### config.mk
export PLATFORM = sky130hd
export DESIGN_NAME = serial_receiver
export DESIGN_NICKNAME = d
export VERILOG_FILES = /design/src/rtl/serial_pkg.sv /design/src/rtl/serial_rx_shreg.sv /design/src/rtl/serial_receiver.sv
export SDC_FILE = /design/constraint.sdc
export NUM_CORES = 1
export LEC_CHECK = 0
export ABC_AREA = 0
export CAP_MARGIN = 20
export CORE_ASPECT_RATIO = 0.7
export CORE_MARGIN = 2
export CORE_UTILIZATION = 55
export CTS_CLUSTER_SIZE = 20
export DETAILED_ROUTE_END_ITERATION = 10
export PLACE_DENSITY = 0.82
export SLEW_MARGIN = 20
export SYNTH_ARGS = -nofsm -noshare
export SYNTH_HDL_FRONTEND = slang
export SYNTH_SLANG_ARGS = --single-unit
### constraint.sdc
create_clock -name clkTx -period 3.7 [get_ports clkTx]
set_input_delay 0.37 -clock clkTx [delete_from_list [all_inputs] [get_ports clkTx]]
set_output_delay 0.37 -clock clkTx [all_outputs]
set_load 0.1 [all_outputs]
### src/rtl/serial_pkg.sv
// rtl/serial_pkg.sv - shared constants and types for the serial word receiver
// Purpose: word width, receiver FSM state type and default parameter values.
// No ports.
package serial_pkg;

    localparam int WORD_W          = 32;
    localparam int DEFAULT_LENGTH  = 4;
    localparam int DEFAULT_TIMEOUT = 64;

    typedef enum logic {
        IDLE = 1'b0,
        RECV = 1'b1
    } rx_state_t;

endpackage

### src/rtl/serial_rx_shreg.sv
// rtl/serial_rx_shreg.sv - chunk assembly shift register with chunk counter
// Purpose: shifts LENGTH-bit chunks MSB-chunk-first into a WORD_W-bit register.
// Ports:
//   clkTx  in   receive clock
//   reset  in   asynchronous active-high reset
//   clear  in   synchronous clear of register and count
//   shift  in   accept din this cycle
//   din    in   LENGTH-bit chunk
//   word   out  word including the chunk being shifted this cycle
//   last   out  high when this cycle's shift completes the word
module serial_rx_shreg
    import serial_pkg::*;
#(
    parameter int LENGTH = DEFAULT_LENGTH
) (
    input  logic              clkTx,
    input  logic              reset,
    input  logic              clear,
    input  logic              shift,
    input  logic [LENGTH-1:0] din,
    output logic [WORD_W-1:0] word,
    output logic              last
);

    localparam int CHUNKS = WORD_W / LENGTH;
    localparam int CNT_W  = $clog2(CHUNKS + 1);

    logic [WORD_W-1:0] shreg;
    logic [WORD_W-1:0] shreg_next;
    logic [CNT_W-1:0]  count;

    // A full-width chunk simply replaces the register; otherwise shift left.
    generate
        if (LENGTH == WORD_W) begin : g_full
            assign shreg_next = din;
        end else begin : g_shift
            assign shreg_next = {shreg[WORD_W-LENGTH-1:0], din};
        end
    endgenerate

    // word is the look-ahead value so the parent can load it on the same
    // edge that samples the final chunk.
    assign word = shreg_next;
    assign last = shift && (count == CNT_W'(CHUNKS - 1));

    always_ff @(posedge clkTx or posedge reset) begin
        if (reset) begin
            shreg <= '0;
            count <= '0;
        end else if (clear) begin
            shreg <= '0;
            count <= '0;
        end else if (shift) begin
            shreg <= shreg_next;
            count <= last ? '0 : count + 1'b1;
        end
    end

endmodule

### src/rtl/serial_receiver.sv
// rtl/serial_receiver.sv - chunked serial word receiver with read handshake
// Purpose: assembles 32/LENGTH chunks into a word after startRx, holds it
// in dout until acknowledged, flags overruns.
// Optional feature macro: SERIAL_RX_TIMEOUT_EN (idle timeout abort + timeoutErr).
// Ports:
//   clkTx       in   receive clock
//   reset       in   asynchronous active-high reset
//   startRx     in   arm reception of one word (accepted in IDLE only)
//   rxValid     in   din valid this cycle (sampled in RECV only)
//   din         in   LENGTH-bit chunk, MSB chunk first
//   rdAck       in   consumer has taken dout
//   dout        out  last assembled word
//   dataValid   out  dout holds an unread word
//   rxBusy      out  word assembly in progress
//   rxDone      out  one-cycle completion pulse
//   overrun     out  sticky: completed word replaced an unread word
//   timeoutErr  out  sticky: reception aborted on idle timeout (macro only)
module serial_receiver
    import serial_pkg::*;
#(
    parameter int LENGTH  = DEFAULT_LENGTH,
    parameter int TIMEOUT = DEFAULT_TIMEOUT
) (
    input  logic              clkTx,
    input  logic              reset,
    input  logic              startRx,
    input  logic              rxValid,
    input  logic [LENGTH-1:0] din,
    input  logic              rdAck,
    output logic [WORD_W-1:0] dout,
    output logic              dataValid,
    output logic              rxBusy,
    output logic              rxDone,
`ifdef SERIAL_RX_TIMEOUT_EN
    output logic              overrun,
    output logic              timeoutErr
`else
    output logic              overrun
`endif
);

    generate
        if ((WORD_W % LENGTH) != 0 || TIMEOUT < 1) begin : g_bad_param
            $error("serial_receiver: LENGTH must divide 32 and TIMEOUT must be positive");
        end
    endgenerate

    rx_state_t         state;
    logic              shift;
    logic              clear;
    logic              last;
    logic [WORD_W-1:0] word;
    logic              start_ok;

    assign start_ok = (state == IDLE) && startRx;
    assign shift    = (state == RECV) && rxValid;

`ifdef SERIAL_RX_TIMEOUT_EN
    localparam int IDLE_W = $clog2(TIMEOUT + 1);
    logic [IDLE_W-1:0] idle_cnt;
    logic              timeout_hit;

    // Abort on the TIMEOUT-th consecutive cycle without a chunk.
    assign timeout_hit = (state == RECV) && !rxValid
                         && (idle_cnt == IDLE_W'(TIMEOUT - 1));
    assign clear       = start_ok || timeout_hit;
`else
    assign clear       = start_ok;
`endif

    serial_rx_shreg #(
        .LENGTH (LENGTH)
    ) u_shreg (
        .clkTx (clkTx),
        .reset (reset),
        .clear (clear),
        .shift (shift),
        .din   (din),
        .word  (word),
        .last  (last)
    );

    always_ff @(posedge clkTx or posedge reset) begin
        if (reset) begin
            state      <= IDLE;
            dout       <= '0;
            dataValid  <= 1'b0;
            rxBusy     <= 1'b0;
            rxDone     <= 1'b0;
            overrun    <= 1'b0;
`ifdef SERIAL_RX_TIMEOUT_EN
            timeoutErr <= 1'b0;
            idle_cnt   <= '0;
`endif
        end else begin
            rxDone <= 1'b0;

            // Output word handshake; an ack coinciding with completion
            // counts as consuming the old word, so no overrun then.
            if (last) begin
                dout      <= word;
                dataValid <= 1'b1;
                if (dataValid && !rdAck) begin
                    overrun <= 1'b1;
                end
            end else if (rdAck) begin
                dataValid <= 1'b0;
            end

            case (state)
                IDLE: begin
                    if (startRx) begin
                        state      <= RECV;
                        rxBusy     <= 1'b1;
                        overrun    <= 1'b0;
`ifdef SERIAL_RX_TIMEOUT_EN
                        timeoutErr <= 1'b0;
                        idle_cnt   <= '0;
`endif
                    end
                end
                RECV: begin
                    if (last) begin
                        state  <= IDLE;
                        rxBusy <= 1'b0;
                        rxDone <= 1'b1;
`ifdef SERIAL_RX_TIMEOUT_EN
                    end else if (timeout_hit) begin
                        state      <= IDLE;
                        rxBusy     <= 1'b0;
                        timeoutErr <= 1'b1;
                    end else if (rxValid) begin
                        idle_cnt <= '0;
                    end else begin
                        idle_cnt <= idle_cnt + 1'b1;
`endif
                    end
                end
                default: begin
                    state  <= IDLE;
                    rxBusy <= 1'b0;
                end
            endcase
        end
    end

endmodule

==> results of run 1 <==
## cells in the mapped netlist (all sizes together)
master,n
dfrtp,69
mux2,32
a22o,29
buf,10
nand2,6
inv,5
a21oi,2
mux2i,2
nand3,2
nor2,2
o21ai,2
and2,1
and3b,1
ha,1
nand2b,1
o22ai,1
o2bb2ai,1
o31ai,1
## per-stage QoR
step                      setup WS [ps]  util (%)  cells
after CTS                          1435     71.35    279
final                              1464     71.38    279
after floorplan                    1590         -    168
after detailed placement           1142     66.61    263
after global routing               1385     71.38    279
after global placement             1252     66.61    263
## kinds of logic after synthesis
group	synth area share, %
DFF	64.52
AOI/OAI and AO/OA	11.08
muxes	18.00
buffers and inverters	3.366
and+or+nand+nor	2.572
adders and majority gates	0.4674
## layout by cell type (no fill, tap or decap), types with 3 or more instances in the layout
cell / Yosys / routed
clkbuf_8: 0 / 10
inv_1: 5 / 4
clkdlybuf4s50_1: 0 / 44
buf_4: 1 / 4
mux2_2: 5 / 5
mux2_4: 27 / 27
clkinv_2: 0 / 3
dfrtp_1: 69 / 69
a22o_1: 29 / 29
nand2_1: 5 / 5
## worst max-delay path by stage
stage                 start         to
global route        rxValid   dout[31]
finish              dout[6]    dout[6]
floorplan             reset  dataValid
CTS                 dout[6]    dout[6]
detailed placement  rxValid   dout[26]
global placement    rxValid   dout[25]
## routing by layer
layer	up-vias	wire [microns]	GRT usage (%)
li1	707	-	-
met1	789	2337	28.83
met2	56	2209	27.84
met3	4	300	8.910
met4	0	44	6.923
met5	-	0	0
## flip-flops by register name, indices dropped and copies added (netlist names)
name           count
u_shreg.count      4
rxDone             1
state              1
rxBusy             1
dataValid          1
overrun            1
dout              32
u_shreg.shreg     28
## cell type report
class,instances,share of cell area (%)
well taps,57,2.113
flip-flops and latches,69,51.15
clock inverters,6,2.557
inverters,5,0.5930
repair buffers,48,13.94
multi-input cells,84,25.57
clock buffers,10,4.077
==> impl_metrics.json, run 1 <==
{
  "track_usage_pct": 20.24,
  "clock_skew_ps": 2.800,
  "path_max_fanout": 2,
  "hold_slack_ps": 503.8,
  "r2r_setup_slack_ps": 1550,
  "clkTransAtPathRegs_ps": 70,
  "worst_setup_path_end_kind": "primary output",
  "clock_path_buffers": 2,
  "drc_errors": 0,
  "worstRegToRegCells": 5,
  "die_y_microns": 62.36,
  "diodes": 0,
  "syn_area_per_cell_sq_um": 15.93,
  "grt_pass1_vias": 1590,
  "cts_buffers": 9,
  "num_rows": 21,
  "crit_family": "buffers and inverters",
  "setup_viol": 0,
  "seq_area_sq_um": 1727,
  "yosysTopAreaCellShare_pct": 64.52,
  "grt_antenna_before_repair": 0,
  "start_util_pct": 56.59,
  "slowest_delay_ps": 1160,
  "first_pass_iters": 4,
  "timing.rr.start": "state",
  "finalCritPeriodShare_pct": 60.44,
  "die_area_sq_um": 5449,
  "multiInputGateArea_sq_um": 863.3,
  "avgViaCountPerCell": 5.577,
  "dp_hpwl_mm": 3.130,
  "stdcell_area_sq_um": 3376,
  "grt_pass1_wl_mm": 8.038,
  "relSlewSlack_pct": 33.20,
  "tns_ps": 0,
  "layout_min_cycle_time_ps": 2236,
  "cp.required_ps": 3330,
  "vias": 1556,
  "die_w_microns": 87.38,
  "cts_tree": "yes",
  "worst_ep_arrival_time_ps": 1870,
  "synth.yosys.seq_area_share_pct": 64.52,
  "hold_depth": 1,
  "finalWeightedCongestion": 0.7625,
  "cts_max_level": 3,
  "fin_nets": 227,
  "grt_max_degree": 57,
  "wirelength_mm": 4.891,
  "post_cts_buffers": 0,
  "fill_cells": 297,
  "hold_violations": 0,
  "holdPathEnd": "u_shreg.shreg[27]",
  "path_class": "flop to primary output",
  "ys_top_cells_by_area": "dfrtp_1 (65%), mux2_4 (15%), a22o_1 (9.5%)",
  "area_growth_pct": 26.13,
  "ys_types": 22,
  "hp-class": "flop to flop",
  "ys_warn_count": 0,
  "hold_start": "u_shreg.shreg[27]",
  "rsz0062_at_grt": "no",
  "critical_path_depth": 1,
  "slew_violations": 0,
  "crit_buf_inv": 1,
  "slowest_stage": "clkdlybuf4s50_1",
  "fmax_ghz": 0.4472,
  "ios": 45,
  "clock_sinks": 69,
  "status": "finished clean",
  "tightest_slew_ps": 998.8,
  "root_buffer": "clkbuf_8",
  "worstPathCellList": "clkdlybuf4s50_1",
  "ant_nets": 0,
  "insertion_delay_ps": 340,
  "wl_per_cell_microns": 17.53,
  "yosys.area.top_type": "dfrtp_1",
  "holdBufCountCts": 0,
  "syn_area_sq_um": 2676,
  "drt_iter0_drc": 102,
  "drive_above_1_share_pct": 24.77,
  "syn_inst": 168,
  "startpoint_type": "flop",
  "synth-seq-cells": 69,
  "globalRouteOverflowTotal": 0,
  "placed_cell_area_sq_um": 3151,
  "syn_nets": 178,
  "drv_cap": 0,
  "r2r-end": "dout[26]",
  "portBuffers": 44,
  "core_area_sq_um": 4730,
  "cts_resized": 0
}
Power of run 1 is left out: the tool's default activity adds up to more than one toggle a clock period on the data nets, which glitch-free logic cannot reach.
==> run 2: changes to the inputs <==
--- a/config.mk
+++ b/config.mk
@@ -9,10 +9,10 @@
 export CAP_MARGIN = 20
 export CORE_ASPECT_RATIO = 0.7
 export CORE_MARGIN = 2
-export CORE_UTILIZATION = 55
+export CORE_UTILIZATION = 52
 export CTS_CLUSTER_SIZE = 20
 export DETAILED_ROUTE_END_ITERATION = 10
-export PLACE_DENSITY = 0.82
+export PLACE_DENSITY = 0.78
 export SLEW_MARGIN = 20
 export SYNTH_ARGS = -nofsm -noshare
 export SYNTH_HDL_FRONTEND = slang
==> constraint.sdc (replaced) <==
create_clock -name clkTx -period 2.1 [get_ports clkTx]
set_input_delay 0.21 -clock clkTx [delete_from_list [all_inputs] [get_ports clkTx]]
set_output_delay 0.21 -clock clkTx [all_outputs]
set_load 0.1 [all_outputs]
==> run 2 against run 1 <==
Design area fell by 1.0%; die area rose by 5.4%; critical path depth rose by 4; global-route usage fell by 0.87 points; hold slack got worse by 250 ps; count of clock-buffer cells in the layout rose by 2; utilization fell by 2.6 points; worst setup slack got worse by 1100 ps; largest cell class unchanged.
==> impl_metrics.json, run 2 (synthesis gave the netlist of run 1 again) <==
{
  "status": "finished clean",
  "num_rows": 21,
  "core_area_sq_um": 4861,
  "cts_max_level": 3,
  "ios": 45,
  "grt_antenna_before_repair": 0,
  "multiInputGateArea_sq_um": 872.1,
  "cp.required_ps": 2320,
  "top_register": "dout",
  "slowest_stage": "dfrtp_1",
  "finalWeightedCongestion": 0.7273,
  "start_util_pct": 55.06,
  "setup_viol": 0,
  "hp-class": "input pin to async pin",
  "drc_errors": 0,
  "drive_above_1_share_pct": 40.81,
  "timing.rr.start": "u_shreg.count[0]",
  "startpoint_type": "flop",
  "drv_cap": 0,
  "insertion_delay_ps": 340,
  "clock_path_buffers": 2,
  "grt_pass1_wl_mm": 8.493,
  "grt_max_degree": 70,
  "post_cts_buffers": 0,
  "wl_per_cell_microns": 16.65,
  "largest_register_ffs": 32,
  "slowest_delay_ps": 410,
  "slew_violations": 0,
  "crit_buf_inv": 1,
  "worstPathCellList": "ha_1, and3b_1, nand2_4, buf_4, mux2_2",
  "relSlewSlack_pct": 77.10,
  "ant_nets": 0,
  "clock_skew_ps": 7.276,
  "final_cell_mix": "dfrtp_1 (69), buf_4 (39), a22o_1 (29)",
  "seq_area_sq_um": 1727,
  "wirelength_mm": 4.863,
  "layout_min_cycle_time_ps": 1723,
  "path_class": "flop to flop",
  "track_usage_pct": 19.37,
  "stdcell_count": 292,
  "holdBufCountCts": 0,
  "area_growth_pct": 24.87,
  "globalRouteOverflowTotal": 0,
  "fill_cells": 342,
  "cts_buffers": 9,
  "fin_nets": 228,
  "dp_hpwl_mm": 3.047,
  "worst_ep_arrival_time_ps": 1950,
  "vias": 1568,
  "rsz0062_at_grt": "no",
  "final_common_cell": "dfrtp_1",
  "largestRegisters": "dout (32), u_shreg.shreg (28), u_shreg.count (4)",
  "clkTransAtPathRegs_ps": 70,
  "clock_sinks": 69,
  "die_y_microns": 64.02,
  "cts_resized": 0,
  "hold_violations": 0,
  "portBuffers": 44,
  "crit_family": "flip-flops",
  "r2r-end": "dout[24]",
  "diodes": 0,
  "dpl.cell_count": 276,
  "die_w_microns": 89.75,
  "worstRegToRegCells": 5,
  "grt_pass1_vias": 1650,
  "fmax_ghz": 0.5805,
  "finalCritPeriodShare_pct": 82.03,
  "r2r_setup_slack_ps": 380,
  "die_area_sq_um": 5745,
  "worst_setup_path_end_kind": "flop",
  "drt_iter0_drc": 97,
  "avgViaCountPerCell": 5.370,
  "cts_tree": "yes",
  "tns_ps": 0,
  "path_max_fanout": 13,
  "first_pass_iters": 4,
  "tightest_slew_ps": 343.5,
  "root_buffer": "clkbuf_8"
}
## run 2: cell types whose count changed in the layout (fill, tap and decap cells not counted), sizes merged
cell,previous run,this run
buf,4,41
inv,4,5
clkinvlp,1,0
clkbuf,10,12
clkinv,4,2
clkdlybuf4s50,44,8
## run 2: layout make-up
cell class              count  share of cell area, %
clock inverters             4                  2.097
repair buffers             49                  12.35
multi-input cells          84                  26.10
well taps                  69                  2.583
inverters                   5                 0.5616
clock buffers              12                  4.642
flip-flops and latches     69                  51.67
## run 2: worst max-delay path by stage
stage                      endpoint        startpoint  slack [ps]  cells past startpoint
after floorplan           dataValid             reset         150                      1
after global placement     dout[24]           rxValid         410                      5
after detailed placement   dout[24]           rxValid         380                      5
after CTS                  dout[23]  u_shreg.count[0]         370                      5
after global routing       dout[24]  u_shreg.count[0]         320                      5
final                      dout[24]  u_shreg.count[0]         380                      5
## run 2: worst min-delay path, delay by kind of cell
kind / cells / cell delay, ps
buf+inv: 3 / 790
## run 2: metal layers
layer | vias up | part of all wire (%) | global-route usage, %
met5 | - | 0 | 0
li1 | 710 | - | -
met1 | 803 | 45 | 26.33
met3 | 8 | 5.5 | 7.311
met4 | 0 | 1.1 | 7.885
met2 | 47 | 48 | 28.50
## run 2: per-stage QoR
stage               instance area (sq um)  hold slack [ps]  setup slack [ps]  utilization [%]
floorplan                            2676            335.0             150.1                -
global placement                     3117            476.6             412.0            64.12
detailed placement                   3117            490.7             376.5            64.12
CTS                                  3342            262.9             370.4            68.75
global route                         3342            286.4             321.7            68.75
finish                               3342            254.1             377.3            68.75
Power of run 2 is left out for the same reason.
